File: src/rtl/color_detect_multi.sv
// color_detect_multi: multi-class HSV window classifier with shadow/active banks and a 2-cycle pipeline.
// Define COLOR_DETECT_COUNT_EN to add per-class per-frame hit counters (frame_cnt/cnt_valid).
module color_detect_multi #(
  parameter int NUM_CLASS = 4,
  parameter int CLS_W     = 3,
  parameter int CNT_W     = 22
) (
  input  logic                       clk,
  input  logic                       rst,
  input  logic                       hsv_hs,
  input  logic                       hsv_vs,
  input  logic                       hsv_de,
  input  logic [23:0]                hsv,
  input  logic                       cfg_we,
  input  logic [CLS_W-1:0]           cfg_class,
  input  logic [48:0]                cfg_data,
  output logic                       color_hs,
  output logic                       color_vs,
  output logic                       color_de,
  output logic [NUM_CLASS-1:0]       color_mask,
  output logic                       color_hit,
  output logic [CLS_W-1:0]           color_id,
  output logic [NUM_CLASS*CNT_W-1:0] frame_cnt,
  output logic                       cnt_valid
);
  localparam logic [48:0] DEF0 = {1'b1, 8'd0, 8'd255, 8'd80, 8'd255, 8'd180, 8'd255};
  logic [48:0] sh_q [NUM_CLASS];
  logic [48:0] sh_d [NUM_CLASS];
  logic [48:0] act_q [NUM_CLASS];
  logic [NUM_CLASS-1:0] match, m1_q, m1_de, mask_q;
  logic vs_q, vs_rise, hs1_q, vs1_q, de1_q, hs2_q, vs2_q, de2_q, hit_q;
  logic [CLS_W-1:0] id_d, id_q;
  logic [7:0] hue, sat, val;
  assign {hue, sat, val} = hsv;
  assign vs_rise = hsv_vs & ~vs_q;
  assign m1_de = m1_q & {NUM_CLASS{de1_q}};
  genvar k;
  generate
    for (k = 0; k < NUM_CLASS; k++) begin : g_cls
      logic [48:0] w;
      logic hue_ok;
      assign w = act_q[k];
      assign hue_ok = (w[47:40] <= w[39:32]) ? (hue >= w[47:40] && hue <= w[39:32])
                                             : (hue >= w[47:40] || hue <= w[39:32]);
      assign match[k] = w[48] && hue_ok && sat >= w[31:24] && sat <= w[23:16]
                        && val >= w[15:8] && val <= w[7:0];
      assign sh_d[k] = (cfg_we && cfg_class == CLS_W'(k)) ? cfg_data : sh_q[k];
    end
  endgenerate
  always_comb begin
    id_d = '0;
    for (int i = NUM_CLASS - 1; i >= 0; i--) if (m1_de[i]) id_d = CLS_W'(i);
  end
  // vs_q resets high so a vs already high out of reset is not seen as a frame start
  always_ff @(posedge clk or negedge rst) begin
    if (!rst) begin
      for (int i = 0; i < NUM_CLASS; i++) begin
        sh_q[i]  <= (i == 0) ? DEF0 : '0;
        act_q[i] <= (i == 0) ? DEF0 : '0;
      end
      vs_q   <= 1'b1;
      m1_q   <= '0;
      hs1_q  <= 1'b0;
      vs1_q  <= 1'b0;
      de1_q  <= 1'b0;
      mask_q <= '0;
      hit_q  <= 1'b0;
      id_q   <= '0;
      hs2_q  <= 1'b0;
      vs2_q  <= 1'b0;
      de2_q  <= 1'b0;
    end else begin
      for (int i = 0; i < NUM_CLASS; i++) begin
        sh_q[i] <= sh_d[i];
        if (vs_rise) act_q[i] <= sh_q[i];
      end
      vs_q   <= hsv_vs;
      m1_q   <= match;
      hs1_q  <= hsv_hs;
      vs1_q  <= hsv_vs;
      de1_q  <= hsv_de;
      mask_q <= m1_de;
      hit_q  <= |m1_de;
      id_q   <= id_d;
      hs2_q  <= hs1_q;
      vs2_q  <= vs1_q;
      de2_q  <= de1_q;
    end
  end
  assign color_hs   = hs2_q;
  assign color_vs   = vs2_q;
  assign color_de   = de2_q;
  assign color_mask = mask_q;
  assign color_hit  = hit_q;
  assign color_id   = id_q;
`ifdef COLOR_DETECT_COUNT_EN
  logic [NUM_CLASS*CNT_W-1:0] acc_q, acc_d, cnt_q;
  logic cvs_q, cv_q, cvs_rise;
  assign cvs_rise = color_vs & ~cvs_q;
  always_comb begin
    acc_d = acc_q;
    for (int i = 0; i < NUM_CLASS; i++)
      acc_d[i*CNT_W +: CNT_W] = (&acc_q[i*CNT_W +: CNT_W]) ? acc_q[i*CNT_W +: CNT_W]
                                : acc_q[i*CNT_W +: CNT_W] + CNT_W'(color_de & color_mask[i]);
  end
  // the hit on the closing edge cycle is already in acc_d, so it lands in the published frame
  always_ff @(posedge clk or negedge rst) begin
    if (!rst) begin
      acc_q <= '0;
      cnt_q <= '0;
      cvs_q <= 1'b0;
      cv_q  <= 1'b0;
    end else begin
      acc_q <= cvs_rise ? '0 : acc_d;
      if (cvs_rise) cnt_q <= acc_d;
      cvs_q <= color_vs;
      cv_q  <= cvs_rise;
    end
  end
  assign frame_cnt = cnt_q;
  assign cnt_valid = cv_q;
`else
  assign frame_cnt = '0;
  assign cnt_valid = 1'b0;
`endif
endmodule

File: config.mk
export PLATFORM = sky130hd
export DESIGN_NAME = color_detect_multi
export DESIGN_NICKNAME = d
export VERILOG_FILES = /design/src/rtl/color_detect_multi.sv
export SDC_FILE = /design/constraint.sdc
export NUM_CORES = 1
export LEC_CHECK = 0
export ABC_AREA = 1
export BUFFER_PORTS_ARGS = -buffer_cell sky130_fd_sc_hd__buf_2
export CORE_UTILIZATION = 45
export CTS_CLUSTER_DIAMETER = 200
export DETAILED_ROUTE_END_ITERATION = 12
export GPL_ROUTABILITY_DRIVEN = 0
export GPL_TIMING_DRIVEN = 0
export MAX_ROUTING_LAYER = met4
export PLACE_DENSITY = 0.7
export REMOVE_ABC_BUFFERS = 1
export SLEW_MARGIN = 20
export SYNTH_ARGS = -nofsm -noshare
export SYNTH_HDL_FRONTEND = slang
export SYNTH_SLANG_ARGS = --single-unit
File: constraint.sdc
create_clock -name clk -period 1.98 [get_ports clk]
set_clock_uncertainty 0.15 [all_clocks]
set_input_delay 0.099 -clock clk [delete_from_list [all_inputs] [get_ports clk]]
set_output_delay 0.099 -clock clk [all_outputs]
set_load 0.02 [all_outputs]
==> metrics <==
gr usage total 0.214; Port Buffer Count between 90 and 100; die width between 200 and 250 um; first-pass GRT wire length 78.3 mm; cell area after synthesis ~21000 um2; # diodes 0; unrepaired setup endpoints after global routing yes; commonest non-fill, non-tap cell in the layout nand2_1; worst skew pair latency 580 ps; DRT iter0 DRCs 1032; fmax 0.489 GHz; worst-path fanout max 3; Hold Path Class input port to asynchronous set/reset pin; CP Data Arrival Time 2410 ps; Tmin final ~2000 ps; VDD IR max between 0.0006 and 0.0007 V; Via density a little over 5; Setup Crit Path Kind register to register; worst slew pin tran ~640 ps; register area share after synthesis 0.494; Area Overhead vs Synth 16.2%; FILL cells 4078; floorplan core area around 46000 um2; Static Leak 0.0127 uW; Unique masters post-synth 28; CTS Root Buffer Type clkbuf_16; share of cells above drive strength 1 0.136; CTS tree done; Hold WS -70.6 ps; clock sinks between 400 and 500; final hold vios 45; starting density of the core 0.458; WP data required 2340 ps; clock slew at reported path FFs 60 ps; power per cell area around 1000 nW/um2; hold_buf cts between 50 and 60; status complete, but fails checks; Max Cap Violations 0; TritonCTS Buffers between 40 and 50; routed vias 15636; H-tree levels 2; die area between 40000 and 50000 um2; initial antenna violation count 0; synthesized instance count about 2300; Net count, final around 2800; Yosys reg bits 410; Slew HR 0.576; Pre-antenna DRT Iters 6; clock buffer depth 3; failing checks hold timing, setup timing; Placed Cells a little under 3000; highest-count cells in the layout ignoring fill and taps nand2_1 (399), dfrtp_1 (347), inv_1 (280), a21oi_1 (251), nor2_1 (222); row count 78; period utilization 1.03; largest net degree at the start of global routing 103; DRC 0; DPL Wire Length 31.5 mm; Final Max Tran Viols 0; Die H ~220 um; Non-Filler Instances roughly 3100; Antenna Nets Post-Route 0; crit path launch type register; CP Capture Type register; grt total ovfl 0; YS warnings 0; Avg Cell Area, Syn a little over 9 um2; Ports 182; drt wl/cell roughly 16 um; wirelength, routed between 40 and 50 mm; fin worst setup slack -66.4 ps; number of global-route vias before repair roughly 15000; Design Power 24800 uW; final-report setup violation count 1
## area by class of cell
| class | count | area, um2 | area share |
|---|---|---|---|
| repair buffers | 170 | 1580 | 0.0648 |
| multi-input cells | 1533 | 9090 | 0.374 |
| clock buffers | 66 | 1260 | 0.0520 |
| clock inverters | 16 | 219 | 0.00900 |
| well taps | 600 | 751 | 0.0308 |
| flip-flops and latches | 410 | 10300 | 0.425 |
| inverters | 291 | 1100 | 0.0450 |
## where the power goes
| group | switching [uW] | internal (uW) |
|---|---|---|
| clock network | 3400 | 5090 |
| registers | 700 | 10100 |
| logic | 3390 | 2190 |
| total | 7500 | 17300 |
## routing by layer
layer	share of wire	routed length, um	up-vias	global-route usage
li1	-	-	7606	-
met1	0.44	21600	7558	0.273
met2	0.48	23800	374	0.346
met3	0.053	2600	98	0.0336
met4	0.028	1370	0	0.0707
met5	0	0	-	-
## final timing paths
kind / from / end / slack, ps / depth (start not counted)
setup / recovery: g_cls[0].w[39]$_DFFE_PN1P_ / m1_q[0]$_DFF_PN0_ / -70 / 10
hold / removal: rst / sh_q[3]$_DFFE_PN0P_ / -70 / 3
setup reg to reg: g_cls[0].w[39]$_DFFE_PN1P_ / m1_q[0]$_DFF_PN0_ / -70 / 10
hold reg to reg: vs1_q$_DFF_PN0_ / color_vs$_DFF_PN0_ / 200 / 0
max in group asynchronous: rst / sh_q[184]$_DFFE_PN1P_ / 310 / 6
min in group clk: cfg_class[0] / sh_q[2]$_DFFE_PN0P_ / 20 / 3
## cells in the mapped netlist, drive strengths merged
library cell | instances | area share
o221ai | 4 | 0.0017
o21a | 14 | 0.0050
dfrtp | 347 | 0.41
o2111ai | 4 | 0.0017
conb | 1 | 0.00018
nand4 | 21 | 0.0063
inv | 291 | 0.052
a21o | 4 | 0.0014
o21ai | 205 | 0.049
nand2 | 407 | 0.073
clkbuf | 26 | 0.0047
nand3 | 21 | 0.0060
nand3b | 5 | 0.0018
o21bai | 5 | 0.0018
mux2 | 24 | 0.013
a21oi | 257 | 0.061
dfstp | 63 | 0.079
ha | 224 | 0.13
buf | 144 | 0.048
nor3 | 8 | 0.0019
nor2 | 238 | 0.043
## sequential cells by signal, indices dropped and copies added (netlist names)
name,count
g_cls.w,196
color_mask,4
sh_q,196
color_id,2
vs1_q,1
color_de,1
color_hit,1
color_vs,1
color_hs,1
vs_q,1
de1_q,1
m1_q,4
hs1_q,1
## worst max-delay path, stage by stage (launching register included)
cell,delay [ps]
dfstp_2,510
inv_1,70
ha_1,310
a21oi_2,140
o21a_1,180
nand2_1,70
nand2_1,110
nor2_2,50
nor2_2,120
nand3_2,150
nor2_2,110
## logic make-up (layout without fill, tap and decap cells)
family	count (synthesis)	in the layout	share of synthesized area
flops	410	410	0.494
mux	24	24	0.0129
fa+ha+maj	224	224	0.134
simple gates	700	702	0.132
other cells	1	90	0.000179
buf+inv	461	543	0.105
compound gates	493	493	0.122
## what timing repair did
action | CTS | global route
setup endpoints to repair | 70 | 108
pin swaps | 16 | 17
hold endpoints to repair | 320 | 45
buffers inserted | 4 | 0
cloned | 5 | 4
gates resized for setup | 30 | 37
## stage by stage
stage	instance area, um2	hold WS (ps)	utilization	setup TNS [ps]	setup slack, ps
detailed placement	21700	-92.5	0.476	-16450	-435
CTS	24100	-77.7	0.527	0	0.0808
global route	24300	-47.9	0.533	-151	-110
global placement	21400	57.3	0.468	-3743100	-7160
floorplan	20200	-347	-	-479680	-2600
finish	24300	-70.6	0.533	-66.4	-66.4
No activity file was read; power rests on OpenSTA's default activity.
